$ cat src/rtl/fc_argmax_if.sv
// Score-stream and result bundle between the fully-connected stage,
// the argmax classifier and the top-level result register.
interface fc_argmax_if #(
  parameter int DATA_WIDTH = 12,
  parameter int IDX_WIDTH  = 4
);
  logic                         valid_in;
  logic signed [DATA_WIDTH-1:0] data_in;
  logic                         valid_out;
  logic        [IDX_WIDTH-1:0]  class_out;
  logic signed [DATA_WIDTH-1:0] best_score;
  logic        [IDX_WIDTH-1:0]  second_idx;
  logic signed [DATA_WIDTH-1:0] second_score;
  logic        [DATA_WIDTH:0]   margin;
  logic        [IDX_WIDTH-1:0]  frame_count;

  // Score producer side: drives the stream, observes the result.
  modport master (
    output valid_in, data_in,
    input  valid_out, class_out, best_score, second_idx, second_score,
           margin, frame_count
  );

  // Classifier side: consumes the stream, produces the result.
  modport slave (
    input  valid_in, data_in,
    output valid_out, class_out, best_score, second_idx, second_score,
           margin, frame_count
  );
endinterface

$ cat src/rtl/fc_argmax_classifier.sv
// Final CNN stage: tracks best and second-best class scores across each
// frame of NUM_CLASSES scores and publishes a one-cycle result strobe
// with predicted class, both scores and the confidence margin.
module fc_argmax_classifier #(
  parameter int NUM_CLASSES = 10,
  parameter int DATA_WIDTH  = 12,
  parameter int IDX_WIDTH   = 4
) (
  input  logic         clk,
  input  logic         rst_n,
  fc_argmax_if.slave   bus
);

  localparam logic signed [DATA_WIDTH-1:0] SCORE_MIN = {1'b1, {(DATA_WIDTH-1){1'b0}}};
  localparam logic        [IDX_WIDTH-1:0]  LAST_IDX  = IDX_WIDTH'(NUM_CLASSES - 1);

  // Best minus second in one extra bit so full-scale spreads cannot wrap.
  function automatic logic [DATA_WIDTH:0] calc_margin(
    input logic signed [DATA_WIDTH-1:0] hi,
    input logic signed [DATA_WIDTH-1:0] lo
  );
    logic [DATA_WIDTH:0] diff;
    diff = {hi[DATA_WIDTH-1], hi} - {lo[DATA_WIDTH-1], lo};
    return diff;
  endfunction

  logic        [IDX_WIDTH-1:0]  idx_q, idx_d;
  logic signed [DATA_WIDTH-1:0] run_best_q, run_best_d;
  logic        [IDX_WIDTH-1:0]  run_best_idx_q, run_best_idx_d;
  logic signed [DATA_WIDTH-1:0] run_second_q, run_second_d;
  logic        [IDX_WIDTH-1:0]  run_second_idx_q, run_second_idx_d;

  logic                         valid_out_q, valid_out_d;
  logic        [IDX_WIDTH-1:0]  class_out_q, class_out_d;
  logic signed [DATA_WIDTH-1:0] best_score_q, best_score_d;
  logic        [IDX_WIDTH-1:0]  second_idx_q, second_idx_d;
  logic signed [DATA_WIDTH-1:0] second_score_q, second_score_d;
  logic        [DATA_WIDTH:0]   margin_q, margin_d;
  logic        [IDX_WIDTH-1:0]  frame_count_q, frame_count_d;

  // Running best/second update and frame-completion result capture.
  always_comb begin
    idx_d            = idx_q;
    run_best_d       = run_best_q;
    run_best_idx_d   = run_best_idx_q;
    run_second_d     = run_second_q;
    run_second_idx_d = run_second_idx_q;
    valid_out_d      = 1'b0;
    class_out_d      = class_out_q;
    best_score_d     = best_score_q;
    second_idx_d     = second_idx_q;
    second_score_d   = second_score_q;
    margin_d         = margin_q;
    frame_count_d    = frame_count_q;

    if (bus.valid_in) begin
      if (idx_q == '0) begin
        // First score of a frame seeds best; second starts at most negative.
        run_best_d       = bus.data_in;
        run_best_idx_d   = '0;
        run_second_d     = SCORE_MIN;
        run_second_idx_d = '0;
      end else if (bus.data_in > run_best_q) begin
        run_second_d     = run_best_q;
        run_second_idx_d = run_best_idx_q;
        run_best_d       = bus.data_in;
        run_best_idx_d   = idx_q;
      end else if (bus.data_in > run_second_q) begin
        // Ties with best land here, so the lower index keeps first place.
        run_second_d     = bus.data_in;
        run_second_idx_d = idx_q;
      end

      if (idx_q == LAST_IDX) begin
        idx_d          = '0;
        valid_out_d    = 1'b1;
        class_out_d    = run_best_idx_d;
        best_score_d   = run_best_d;
        second_idx_d   = run_second_idx_d;
        second_score_d = run_second_d;
        margin_d       = calc_margin(run_best_d, run_second_d);
        frame_count_d  = frame_count_q + IDX_WIDTH'(1);
      end else begin
        idx_d = idx_q + IDX_WIDTH'(1);
      end
    end
  end

  // State and result registers with synchronous active-low reset.
  always_ff @(posedge clk) begin
    if (!rst_n) begin
      idx_q            <= '0;
      run_best_q       <= '0;
      run_best_idx_q   <= '0;
      run_second_q     <= SCORE_MIN;
      run_second_idx_q <= '0;
      valid_out_q      <= 1'b0;
      class_out_q      <= '0;
      best_score_q     <= '0;
      second_idx_q     <= '0;
      second_score_q   <= '0;
      margin_q         <= '0;
      frame_count_q    <= '0;
    end else begin
      idx_q            <= idx_d;
      run_best_q       <= run_best_d;
      run_best_idx_q   <= run_best_idx_d;
      run_second_q     <= run_second_d;
      run_second_idx_q <= run_second_idx_d;
      valid_out_q      <= valid_out_d;
      class_out_q      <= class_out_d;
      best_score_q     <= best_score_d;
      second_idx_q     <= second_idx_d;
      second_score_q   <= second_score_d;
      margin_q         <= margin_d;
      frame_count_q    <= frame_count_d;
    end
  end

  assign bus.valid_out    = valid_out_q;
  assign bus.class_out    = class_out_q;
  assign bus.best_score   = best_score_q;
  assign bus.second_idx   = second_idx_q;
  assign bus.second_score = second_score_q;
  assign bus.margin       = margin_q;
  assign bus.frame_count  = frame_count_q;

endmodule
$ cat src/flat_wrapper.sv
// flat-port wrapper written by rule: the top's interface ports become plain ports
module fc_argmax_classifier_flat 
#(
  parameter int NUM_CLASSES = 10,
  parameter int DATA_WIDTH  = 12,
  parameter int IDX_WIDTH   = 4
)
  (clk, rst_n, bus_valid_in, bus_data_in, bus_valid_out, bus_class_out, bus_best_score, bus_second_idx, bus_second_score, bus_margin, bus_frame_count);
  fc_argmax_if #(.DATA_WIDTH(DATA_WIDTH), .IDX_WIDTH(IDX_WIDTH)) bus_i ();
  input  logic clk;
  input  logic rst_n;
  input wire logic [$bits(bus_i.valid_in)-1:0] bus_valid_in;
  input wire logic [$bits(bus_i.data_in)-1:0] bus_data_in;
  output wire logic [$bits(bus_i.valid_out)-1:0] bus_valid_out;
  output wire logic [$bits(bus_i.class_out)-1:0] bus_class_out;
  output wire logic [$bits(bus_i.best_score)-1:0] bus_best_score;
  output wire logic [$bits(bus_i.second_idx)-1:0] bus_second_idx;
  output wire logic [$bits(bus_i.second_score)-1:0] bus_second_score;
  output wire logic [$bits(bus_i.margin)-1:0] bus_margin;
  output wire logic [$bits(bus_i.frame_count)-1:0] bus_frame_count;
  assign bus_i.valid_in = bus_valid_in;
  assign bus_i.data_in = bus_data_in;
  assign bus_valid_out = bus_i.valid_out;
  assign bus_class_out = bus_i.class_out;
  assign bus_best_score = bus_i.best_score;
  assign bus_second_idx = bus_i.second_idx;
  assign bus_second_score = bus_i.second_score;
  assign bus_margin = bus_i.margin;
  assign bus_frame_count = bus_i.frame_count;
  fc_argmax_classifier #(.NUM_CLASSES(NUM_CLASSES), .DATA_WIDTH(DATA_WIDTH), .IDX_WIDTH(IDX_WIDTH)) u_core (.clk(clk), .rst_n(rst_n), .bus(bus_i));
endmodule
$ cat config.mk
export PLATFORM = sky130hd
export DESIGN_NAME = fc_argmax_classifier_flat
export DESIGN_NICKNAME = d
export VERILOG_FILES = /design/src/rtl/fc_argmax_if.sv /design/src/rtl/fc_argmax_classifier.sv /design/src/flat_wrapper.sv
export SDC_FILE = /design/constraint.sdc
export NUM_CORES = 1
export LEC_CHECK = 0
export CORE_UTILIZATION = 51
export CTS_CLUSTER_SIZE = 20
export DETAILED_ROUTE_END_ITERATION = 8
export PLACE_DENSITY = 0.77
export SETUP_SLACK_MARGIN = 0.02
export SYNTH_ARGS = -nofsm -noshare
export SYNTH_HDL_FRONTEND = slang
export SYNTH_SLANG_ARGS = --single-unit
$ cat constraint.sdc
create_clock -name clk -period 4.3 [get_ports clk]
set_clock_uncertainty 0.05 [all_clocks]
set_input_delay 0.86 -clock clk [delete_from_list [all_inputs] [get_ports clk]]
set_output_delay 0.86 -clock clk [all_outputs]
set_load 0.05 [all_outputs]
==> impl_results.md <==
- Outcome: complete, but fails checks
- Violated checks: negative setup slack
- WL/cell: 19.6 µm
- Antenna violations before repair: 0
- Maxcap violations: 0
- Yosys reg bits: 86
- Leakage dissipation: 3.06 nW
- Final slew viol count: 0
- Hold WS: 0.412 ns
- DRT Pass-1 Iters: 5
- IO buf count: 64
- Syn-to-layout area delta: 51.2%
- CP most frequent cell: buf_6
- Crit path time final: 4.39 ns
- Ranking of synthesized cells by area: dfxtp_1 (33%), ha_1 (8.9%), nand2_1 (4.3%), nor2_1 (4.3%), a211oi_1 (3.9%)
- Hold Path Stages: 2
- CP top delay family: compound AO/OA/AOI/OAI gates
- Slowest stage cell, crit path: a221oi_4
- Setup-failing EPs final: 4
- Setup crit start kind: input pin
- Post-Synthesis Cells: 622
- Syn avg cell area: 8.36 µm²
- Vias in the first global route: 5457
- Initial Util: 0.529
- Critical Path Fanout Max: 3
- CTS tree: yes
- Full die area: 0.0106 mm²
- Core Area: 0.00982 mm²
- FFs w/ async S/R, synth: 0
- VDD IR-drop max: 0.168 mV
- Worst Min Path Start: u_core.bus.margin[11]$_SDFFE_PN0P_
- Slew headroom: 0.243
- Layout cell share with drive strength beyond 1: 0.339
- Cell with the most instances after synthesis: dfxtp_1
- CTS Root Cell: clkbuf_8
- Critical path class: input pin to flop
- EDFF count, synth: 0
- DR vias/cell: 6.15
- PwrDens: 307 mW/mm²
- Warnings, synthesis: 0
- Final period util: 1.02
- Placer Congestion: 0.959
- First-pass GRT wire length: 27300 µm
- FF/Latch Area: 0.00172 mm²
- Clock network latency to the later pin of the worst-skew pair: 0.38 ns
- Met2 WL: 8950 µm
- Main synth FF type: dfxtp_1
- Total gr overflow: 0
- Crit path depth: 18
- Finished Core Util: 0.800
- Die height: 103 µm
- Total CTS buffers: 9
- Final Hold Fails: 0
- Synthesized area: 0.00520 mm²
- Placement row count: 36
- Worst EP required: 4.53 ns
- Multi-input logic area: 0.00376 mm²
- Detailed Route WL: 18700 µm
- Worst-path cell chain: buf_6 -> ha_4 -> nand4_1 -> nor4_4 -> o41ai_4 -> a221oi_4 -> buf_6 -> buf_6 -> a211oi_4 -> nor3_2 -> ha_4 -> fa_2 -> nor2b_4 -> o21ai_2 -> a21oi_2 -> o311a_1 -> o31a_1 -> a211o_1
- DRC errors left: 0
- Sequential fraction of the synthesis area: 0.331
- FMAX: 0.228 GHz
- H-Tree Depth: 3
- Detail Route Antenna Nets: 0
- DRT met1 WL: 7580 µm
- CP endpoint kind: flop
- Fillers: 647
- Syn nets: 675
- N_diodes: 0
- Crit. Startpoint: bus_data_in[11]
- DR top layer: met4
- Tot GR Track Use: 0.338
- Number of clock sinks: 86
- Post-synth top cells: dfxtp_1 (86), nand2_1 (60), nor2_1 (59)
- Worst min path class: flop to flop
- Hold buffers post-CTS: 0
- Area fraction of the dominant cell type after synthesis: 0.331
- Reg clk slew, reported paths: 0.10 ns
- Least-Margin Pin Slew: 1.13 ns
- CTS Buffer Depth: 2
- WL met3: 1480 µm
- Die width: 103 µm
- CP peak stage delay: 0.41 ns
- Setup_tns: -0.216 ns
- Setup slack after layout: -0.0929 ns
- Worst Reg-to-Reg Cells: 18
- Buf/Inv on CP: 3
- # nets final: 869
- DP HPWL: 12200 µm
- Largest net degree at the start of global routing: 55
- Worst path arrival time: 4.63 ns
- Area leader, netlist: dfxtp_1
- I/O pin cnt: 65
- Synth cell types: 61
- FF-to-FF Start: u_core.run_best_q[8]$_SDFFE_PN0P_
- DR iter-0 viols: 393
- Via count: 5864
## cell families after synthesis
logic type | share of synthesized area
compound gates | 0.262
flops | 0.331
simple gates | 0.188
buf+inv | 0.0571
fa+ha+maj | 0.0929
mux | 0.0525
xor+xnor | 0.0169
## through the flow
step | cell area [µm²] | setup slack, ns | cells | total power [mW]
2_1_floorplan | 5300 | 0.0208 | 622 | 1.27
3_3_place_gp | 6880 | -0.596 | 907 | 1.57
3_5_place_dp | 6880 | -0.769 | 907 | 1.59
4_1_cts | 7440 | 0.0267 | 937 | 2.27
5_1_grt | 7860 | -0.233 | 954 | 2.50
6_report | 7860 | -0.0929 | 954 | 2.41
## where the power goes
group	internal, mW	switching (mW)	leakage, nW
Clock	0.282	0.342	0.105
Sequential	0.814	0.0260	0.697
Combinational	0.472	0.472	2.26
## path summary, 6_finish.rpt
path,to,slack [ns]
max,u_core.bus.margin[10]$_SDFFE_PN0P_,-0.09
min,u_core.bus.margin[11]$_SDFFE_PN0P_,0.41
max reg2reg,u_core.bus.margin[10]$_SDFFE_PN0P_,-0.05
min reg2reg,u_core.bus.margin[11]$_SDFFE_PN0P_,0.41
## repair_timing
item                                    CTS  global route
pin swaps                                38            50
endpoints found under the setup margin    9             8
resized for setup                        70            73
cloned                                    0             0
endpoints found under the hold margin     0             0
buffers inserted                         15            20
## placed cells by master (no fill, tap or decap), drive strengths merged, types with 10 or more instances in the layout
master	instances
a211oi	27
a21oi	39
a31oi	11
buf	168
clkbuf	14
clkdlybuf4s50	52
dfxtp	86
ha	37
inv	34
mux2	10
mux2i	13
nand2	60
nand3	17
nor2	60
nor3	12
nor4b	12
o21ai	33
o21ba	10
## metal layers
metal	vias to the layer above	GRT usage
met5	-	0
met3	65	0.0624
li1	2675	-
met1	2813	0.423
met2	311	0.569
met4	0	0.144
## registers in the layout, indices dropped and copies added, names as in the netlist, 4 cells and up
register                 cells
u_core.bus.class_out         4
u_core.run_best_idx_q        4
u_core.run_best_q           12
u_core.bus.best_score       12
u_core.bus.second_idx        4
u_core.bus.second_score     12
u_core.idx_q                 4
u_core.run_second_idx_q      4
u_core.run_second_q         12
u_core.bus.margin           13
u_core.bus.frame_count       4
## tightest hold or removal path: cells and delay by family, from the launching register on
family,cells,cell delay [ns]
simple gates,1,0.06
flops,1,0.32
compound gates,1,0.05
## cell type report
class,instances,area share
well taps,133,0.0212
inverters,31,0.0148
flip-flops and latches,86,0.219
clock buffers,9,0.0158
clock inverters,7,0.0116
multi-input cells,463,0.479
repair buffers,225,0.238
Note: power is estimated with default switching activity, not from simulation.
